$ cat src/rtl/mips_alu_if.sv
// Shared ALU control encoding and the three port bundles used by mips_alu.
//
// mips_alu_pkg::alu_ctl_t : decoded operation select.
// alu_input_ifc  : valid, alu_ctl, op1, op2   (D2E register -> ALU)
// alu_output_ifc : valid, result, branch_outcome (ALU -> EX glue)
// pass_done_ifc  : done, result               (simulation test-control flag)
// Each interface has a master modport (the driver) and a slave modport
// (the receiver).

package mips_alu_pkg;

  typedef enum logic [4:0] {
    ALU_NOP       = 5'd0,
    ALU_ADD       = 5'd1,
    ALU_ADDU      = 5'd2,
    ALU_SUB       = 5'd3,
    ALU_SUBU      = 5'd4,
    ALU_AND       = 5'd5,
    ALU_OR        = 5'd6,
    ALU_XOR       = 5'd7,
    ALU_NOR       = 5'd8,
    ALU_SLT       = 5'd9,
    ALU_SLTU      = 5'd10,
    ALU_SLL       = 5'd11,
    ALU_SRL       = 5'd12,
    ALU_SRA       = 5'd13,
    ALU_SLLV      = 5'd14,
    ALU_SRLV      = 5'd15,
    ALU_SRAV      = 5'd16,
    ALU_BA        = 5'd17,
    ALU_BEQ       = 5'd18,
    ALU_BNE       = 5'd19,
    ALU_BLEZ      = 5'd20,
    ALU_BGTZ      = 5'd21,
    ALU_BGEZ      = 5'd22,
    ALU_BLTZ      = 5'd23,
    ALU_MTC0_PASS = 5'd24,
    ALU_MTC0_FAIL = 5'd25,
    ALU_MTC0_DONE = 5'd26
  } alu_ctl_t;

  localparam logic TAKEN     = 1'b1;
  localparam logic NOT_TAKEN = 1'b0;

endpackage

interface alu_input_ifc #(
  parameter int DATA_WIDTH = 32
);
  import mips_alu_pkg::*;

  logic                  valid;
  alu_ctl_t              alu_ctl;
  logic [DATA_WIDTH-1:0] op1;
  logic [DATA_WIDTH-1:0] op2;

  modport master (output valid, alu_ctl, op1, op2);
  modport slave  (input  valid, alu_ctl, op1, op2);
endinterface

interface alu_output_ifc #(
  parameter int DATA_WIDTH = 32
);
  logic                  valid;
  logic [DATA_WIDTH-1:0] result;
  logic                  branch_outcome;

  modport master (output valid, result, branch_outcome);
  modport slave  (input  valid, result, branch_outcome);
endinterface

interface pass_done_ifc;
  logic done;
  logic result;

  modport master (output done, result);
  modport slave  (input  done, result);
endinterface

$ cat src/rtl/mips_alu.sv
// Execute-stage ALU of the 5-stage MIPS32 core.
//
// Ports:
//   clk        : clock
//   rst_n      : asynchronous active-low reset (clears the pass/done flag only)
//   in         : alu_input_ifc.slave  - valid, alu_ctl, op1, op2
//   out        : alu_output_ifc.master - valid, result, branch_outcome
//                (purely combinational from in.*)
//   pass_done  : pass_done_ifc.master - sticky test-program done/pass flag,
//                loaded by the first valid MTC0 test-control op.

module mips_alu
  import mips_alu_pkg::*;
#(
  parameter int DATA_WIDTH = 32
) (
  input  logic                 clk,
  input  logic                 rst_n,
  alu_input_ifc.slave          in,
  alu_output_ifc.master        out,
  pass_done_ifc.master         pass_done
);

  logic [DATA_WIDTH-1:0] result;
  logic                  branch_outcome;
  logic [4:0]            shamt;

  logic done_q, done_d;
  logic pass_q, pass_d;

  // Shift amount comes only from the low five bits of op2.
  assign shamt = in.op2[4:0];

  always_comb begin
    result         = '0;
    branch_outcome = NOT_TAKEN;
    done_d         = done_q;
    pass_d         = pass_q;

    if (in.valid) begin
      case (in.alu_ctl)
        ALU_ADD, ALU_ADDU: result = in.op1 + in.op2;
        ALU_SUB, ALU_SUBU: result = in.op1 - in.op2;
        ALU_AND:           result = in.op1 & in.op2;
        ALU_OR:            result = in.op1 | in.op2;
        ALU_XOR:           result = in.op1 ^ in.op2;
        ALU_NOR:           result = ~(in.op1 | in.op2);
        ALU_SLT:           result = {{(DATA_WIDTH-1){1'b0}},
                                     ($signed(in.op1) < $signed(in.op2))};
        ALU_SLTU:          result = {{(DATA_WIDTH-1){1'b0}}, (in.op1 < in.op2)};
        ALU_SLL, ALU_SLLV: result = in.op1 << shamt;
        ALU_SRL, ALU_SRLV: result = in.op1 >> shamt;
        ALU_SRA, ALU_SRAV: result = $unsigned($signed(in.op1) >>> shamt);
        ALU_BA:            branch_outcome = TAKEN;
        ALU_BEQ:           branch_outcome = (in.op1 == in.op2);
        ALU_BNE:           branch_outcome = (in.op1 != in.op2);
        // Sign-based branches only look at op1; zero test covers the "or equal".
        ALU_BLEZ:          branch_outcome = in.op1[DATA_WIDTH-1] | (in.op1 == '0);
        ALU_BGTZ:          branch_outcome = ~in.op1[DATA_WIDTH-1] & (in.op1 != '0);
        ALU_BGEZ:          branch_outcome = ~in.op1[DATA_WIDTH-1];
        ALU_BLTZ:          branch_outcome = in.op1[DATA_WIDTH-1];
        // The first test-control op after reset wins; later ones are ignored.
        ALU_MTC0_PASS: begin
          if (!done_q) begin
            done_d = 1'b1;
            pass_d = 1'b1;
          end
        end
        ALU_MTC0_FAIL: begin
          if (!done_q) begin
            done_d = 1'b1;
            pass_d = 1'b0;
          end
        end
        ALU_MTC0_DONE: begin
          if (!done_q) begin
            done_d = 1'b1;
            pass_d = 1'b1;
          end
        end
        default: begin
          result         = '0;
          branch_outcome = NOT_TAKEN;
        end
      endcase
    end
  end

  always_ff @(posedge clk or negedge rst_n) begin
    if (!rst_n) begin
      done_q <= 1'b0;
      pass_q <= 1'b0;
    end else begin
      done_q <= done_d;
      pass_q <= pass_d;
    end
  end

  assign out.valid          = in.valid;
  assign out.result         = result;
  assign out.branch_outcome = branch_outcome;

  assign pass_done.done   = done_q;
  assign pass_done.result = pass_q;

endmodule

$ cat src/flat_wrapper.sv
// flat-port wrapper written by rule: the top's interface ports become plain ports
module mips_alu_flat import mips_alu_pkg::*;
#(
  parameter int DATA_WIDTH = 32
)
  (clk, rst_n, in_valid, in_alu_ctl, in_op1, in_op2, out_valid, out_result, out_branch_outcome, pass_done_done, pass_done_result);
  alu_input_ifc #(.DATA_WIDTH(DATA_WIDTH)) in_i ();
  alu_output_ifc #(.DATA_WIDTH(DATA_WIDTH)) out_i ();
  pass_done_ifc pass_done_i ();
  input  logic clk;
  input  logic rst_n;
  input wire logic [$bits(in_i.valid)-1:0] in_valid;
  input wire logic [$bits(in_i.alu_ctl)-1:0] in_alu_ctl;
  input wire logic [$bits(in_i.op1)-1:0] in_op1;
  input wire logic [$bits(in_i.op2)-1:0] in_op2;
  output wire logic [$bits(out_i.valid)-1:0] out_valid;
  output wire logic [$bits(out_i.result)-1:0] out_result;
  output wire logic [$bits(out_i.branch_outcome)-1:0] out_branch_outcome;
  output wire logic [$bits(pass_done_i.done)-1:0] pass_done_done;
  output wire logic [$bits(pass_done_i.result)-1:0] pass_done_result;
  assign in_i.valid = in_valid;
  assign in_i.alu_ctl = in_alu_ctl;
  assign in_i.op1 = in_op1;
  assign in_i.op2 = in_op2;
  assign out_valid = out_i.valid;
  assign out_result = out_i.result;
  assign out_branch_outcome = out_i.branch_outcome;
  assign pass_done_done = pass_done_i.done;
  assign pass_done_result = pass_done_i.result;
  mips_alu #(.DATA_WIDTH(DATA_WIDTH)) u_core (.clk(clk), .rst_n(rst_n), .in(in_i), .out(out_i), .pass_done(pass_done_i));
endmodule
$ cat config.mk
export PLATFORM = sky130hd
export DESIGN_NAME = mips_alu_flat
export DESIGN_NICKNAME = d
export VERILOG_FILES = /design/src/rtl/mips_alu_if.sv /design/src/rtl/mips_alu.sv /design/src/flat_wrapper.sv
export SDC_FILE = /design/constraint.sdc
export NUM_CORES = 1
export LEC_CHECK = 0
export BUFFER_PORTS_ARGS = -buffer_cell sky130_fd_sc_hd__buf_4
export CAP_MARGIN = 25
export CELL_PAD_IN_SITES_DETAIL_PLACEMENT = 0
export CELL_PAD_IN_SITES_GLOBAL_PLACEMENT = 2
export CORE_ASPECT_RATIO = 0.8
export CORE_UTILIZATION = 36
export DETAILED_ROUTE_END_ITERATION = 8
export PLACE_DENSITY_LB_ADDON = 0.05
export SYNTH_ARGS = -nofsm -noshare
export SYNTH_HDL_FRONTEND = slang
export SYNTH_SLANG_ARGS = --single-unit
$ cat constraint.sdc
create_clock -name clk -period 9 [get_ports clk]
set_input_delay 2.25 -clock clk [delete_from_list [all_inputs] [get_ports clk]]
set_output_delay 2.25 -clock clk [all_outputs]
set_load 0.005 [all_outputs]
==> results.txt <==
The flow ran to the end, and the final reports show no timing, DRC or antenna violations. The wire length reported by the detailed router came out at 45620 um. The number of port buffers came out at 107. Counting flops with an async set or reset pin after synthesis yields a share of 1.000. The register bit count reported by yosys is 2.

The count of cells resized by post-cts repair is 0. In the layout the commonest cells are 168 x sky130_fd_sc_hd__nor2_1, 155 x sky130_fd_sc_hd__o21ai_0, 146 x sky130_fd_sc_hd__nand2_1, 140 x sky130_fd_sc_hd__a21oi_1, 133 x sky130_fd_sc_hd__buf_4. The area added between synthesis and finish came out at 11.15%.

For this run, the share of the core covered by cells in the final layout is 0.4123. The count of clock tree sinks is 2. After clock tree synthesis, the flow added hold-fix buffers numbering 0.

The final-report max-slew violation count came out at 0. The number of global-route vias before repair is 10437. The net count of the finished layout is 1652.

The minimum clock period after layout came out at 8.144 ns. The tree is rooted in a sky130_fd_sc_hd__clkbuf_16. The number of warnings issued by yosys is 0. The area of the die is 26020 um^2. The post-route cell area is 10150 um^2. The number of inserted diodes is 0. The synthesized netlist net count came out at 1629. The area of the mapped netlist came out at 9136 um^2.

STA classifies the critical path endpoint as an output port. TritonCTS built the clock tree. The worst ir drop on vdd is 0.0001277 V. The worst setup path is of the in -> out kind. After legalization and detailed placement, the total HPWL measured 35680 um. The final setup violation count came out at 0. The clock slew seen by the registers of the worst setup and hold paths came out at 0.03 ns. STA puts the critical path data required time at 6.75 ns. In the final timing run, aggregate negative setup slack is 0 ns. Counting tap cells, the placed design contains a total of 1787 instances. The fmax came out at 122.8 MHz.

The number of enable flip-flop cells after synthesis came out at 0. The worst path arrival time came out at 5.89 ns. The min-delay analysis places its worst path in the category reg -> reg. The total area of multi-input combinational cells is 8247 um^2. The total area of sequential cells is 50.05 um^2. The worst setup path is launched from an input pin. The via count came out at 11580. The leakage power is 4.400 nW. The chip width is 180.1 um.

Setup repair after global routing left no endpoint under its margin. Of the cells placed in the final design, the portion with a size suffix greater than 1 is 0.1264. At the pin with the least slew margin, the transition time is 1.098 ns. The mean instance size in the synthesized netlist came out at 6.297 um^2.

The I/O pin total came out at 108. The total of max-cap violations is 0. In this run the cell area measured after placement is 10080 um^2.

The number of routed nets with antenna violations came out at 0. The design draws 0.6956 mW. The maximum buffer depth of the clock tree came out at 2. The global-route total usage across every layer is 0.3406. The worst setup slack after placement is 1.005 ns. The share of the yosys chip area belonging to registers is 0.005478.

The initial antenna violation count is 0. The setup fix buffers added after clock tree synthesis is 0. The starting utilization of the core area is 0.3709. The worst max-slew margin expressed relative to the limit came out at 0.2647. Using the TritonRoute via totals, the vias-per-cell ratio works out to 6.469. Leaving out fill and tap cells, the most frequent cell in the layout is sky130_fd_sc_hd__nor2_1. The cell count after synthesis came out at 1451.

CTS built an H-tree with a depth of 1. The floorplan has 51 rows. The average wire per cell in the routed design is 25.49 um. Global routing finished with a remaining overflow of 0. The final setup skew is 0.001644 ns. The worst-path maximum fanout is 48. The ratio of total power to cell area is 68.50 nW/um^2. Dividing the final minimum period by the clock period gives 0.9049. The number of standard cells in the final layout excluding fillers is 1790. The number of different library cells in the post-synthesis netlist is 83. The maximum number of pins on one net before global-route repair is 62. In this run, the number of DRC markers left after iteration 0 of detailed routing was 1530.

The total count of hold-check failures in the final report came out at 0. The number of cells traversed by the worst register-to-register path came out at 2. The final estimated routing congestion in global placement came out at 0.9900. The clock insertion delay at the later pin of the skew report came out at 0.22 ns. The first global-routing pass estimated 67810 um of wire. For this run, the detailed router's first-pass iteration total came to 6. The filler cells instantiated in the layout total 2784. The post-detailed-route DRC marker count came out at 0. The number of buffers created by CTS is 3.

The floorplan core area came out at 24630 um^2. Hold is met by 0.5070 ns. For this run, the leading register cell type out of synthesis is sky130_fd_sc_hd__dfrtp_1.

The final setup slack of the worst path is 0.8557 ns. The chip height is 144.5 um. Along the worst hold path, the cell count comes to 1.
cells by family (layout without fill, tap and decap cells):
logic type               after synthesis  in the layout  synth area share
AO/OA/AOI/OAI                        558            558            0.3992
XOR/XNOR                              19             19           0.01821
adder cells (fa/ha/maj)              106            106            0.1468
buffers and inverters                215            236           0.09436
flip-flops                             2              2          0.005478
multiplexers                          79             79            0.1030
AND/OR/NAND/NOR                      472            472            0.2329
flip-flops by register name, summed over array words and instances, names as in the netlist:
| register | count |
|---|---|
| u_core.pass_done.result | 1 |
| u_core.pass_done.done | 1 |
final cells by class:
cell class | instances | share of cell area
tap | 318 | 0.03918
timing repair buffer | 134 | 0.09980
clock buffer | 3 | 0.007393
inverter | 99 | 0.03659
sequential | 2 | 0.004929
multi-input combinational | 1234 | 0.8121
critical path: stages:
cell                       delay [ns]
sky130_fd_sc_hd__buf_4           0.45
sky130_fd_sc_hd__inv_2           0.10
sky130_fd_sc_hd__ha_1            0.39
sky130_fd_sc_hd__or2_1           0.29
sky130_fd_sc_hd__a221oi_1        0.38
sky130_fd_sc_hd__o21ai_0         0.20
sky130_fd_sc_hd__a21oi_1         0.39
sky130_fd_sc_hd__a211oi_2        0.23
sky130_fd_sc_hd__o21ai_2         0.30
sky130_fd_sc_hd__a221oi_2        0.12
sky130_fd_sc_hd__o21a_1          0.14
sky130_fd_sc_hd__or3_1           0.31
sky130_fd_sc_hd__a31oi_1         0.18
sky130_fd_sc_hd__buf_4           0.15
path summary, 6_finish.rpt:
kind	from	endpoint	slack (ns)
min	u_core.pass_done.done	u_core.pass_done.result	0.51
min reg2reg	u_core.pass_done.done	u_core.pass_done.result	0.51
max	in_op2[1]	out_result[29]	0.86
max in group asynchronous	rst_n	u_core.pass_done.done	7.10
min in group asynchronous	rst_n	u_core.pass_done.result	1.81
max reg2reg	u_core.pass_done.done	u_core.pass_done.result	8.23
layer usage:
metal,vias to the layer above,track usage,routed length (um)
li1,5391,-,-
met1,5488,0.4874,20890
met2,636,0.5339,19490
met3,65,0.04105,3960
met4,0,0.09537,1277
met5,-,0,0
synthesized netlist by cell type (19+ instances only):
| cell | instances | area, um^2 |
|---|---|---|
| sky130_fd_sc_hd__a31oi_1 | 19 | 118.9 |
| sky130_fd_sc_hd__clkbuf_1 | 67 | 251.5 |
| sky130_fd_sc_hd__nor3_1 | 20 | 100.1 |
| sky130_fd_sc_hd__a211oi_1 | 20 | 150.1 |
| sky130_fd_sc_hd__nor2_1 | 169 | 634.4 |
| sky130_fd_sc_hd__nand3_1 | 27 | 135.1 |
| sky130_fd_sc_hd__mux2i_1 | 58 | 580.6 |
| sky130_fd_sc_hd__o21ai_0 | 155 | 775.7 |
| sky130_fd_sc_hd__inv_1 | 99 | 371.6 |
| sky130_fd_sc_hd__a21oi_1 | 140 | 700.7 |
| sky130_fd_sc_hd__nand2_1 | 147 | 551.8 |
| sky130_fd_sc_hd__ha_1 | 104 | 1301 |
| sky130_fd_sc_hd__nor4_1 | 22 | 137.6 |
| sky130_fd_sc_hd__o211ai_1 | 21 | 157.7 |
| sky130_fd_sc_hd__a221oi_1 | 31 | 271.5 |
| sky130_fd_sc_hd__a21o_1 | 19 | 142.6 |
| sky130_fd_sc_hd__buf_2 | 29 | 145.1 |
report_power, final:
| group | total [mW] | switching (mW) | internal [mW] |
|---|---|---|---|
| Combinational | 0.617 | 0.401 | 0.216 |
| Sequential | 0.0121 | 0.00118 | 0.0109 |
| Clock | 0.0660 | 0.00957 | 0.0565 |
| Total | 0.696 | 0.412 | 0.284 |
Note: power is estimated with default switching activity, not from simulation.
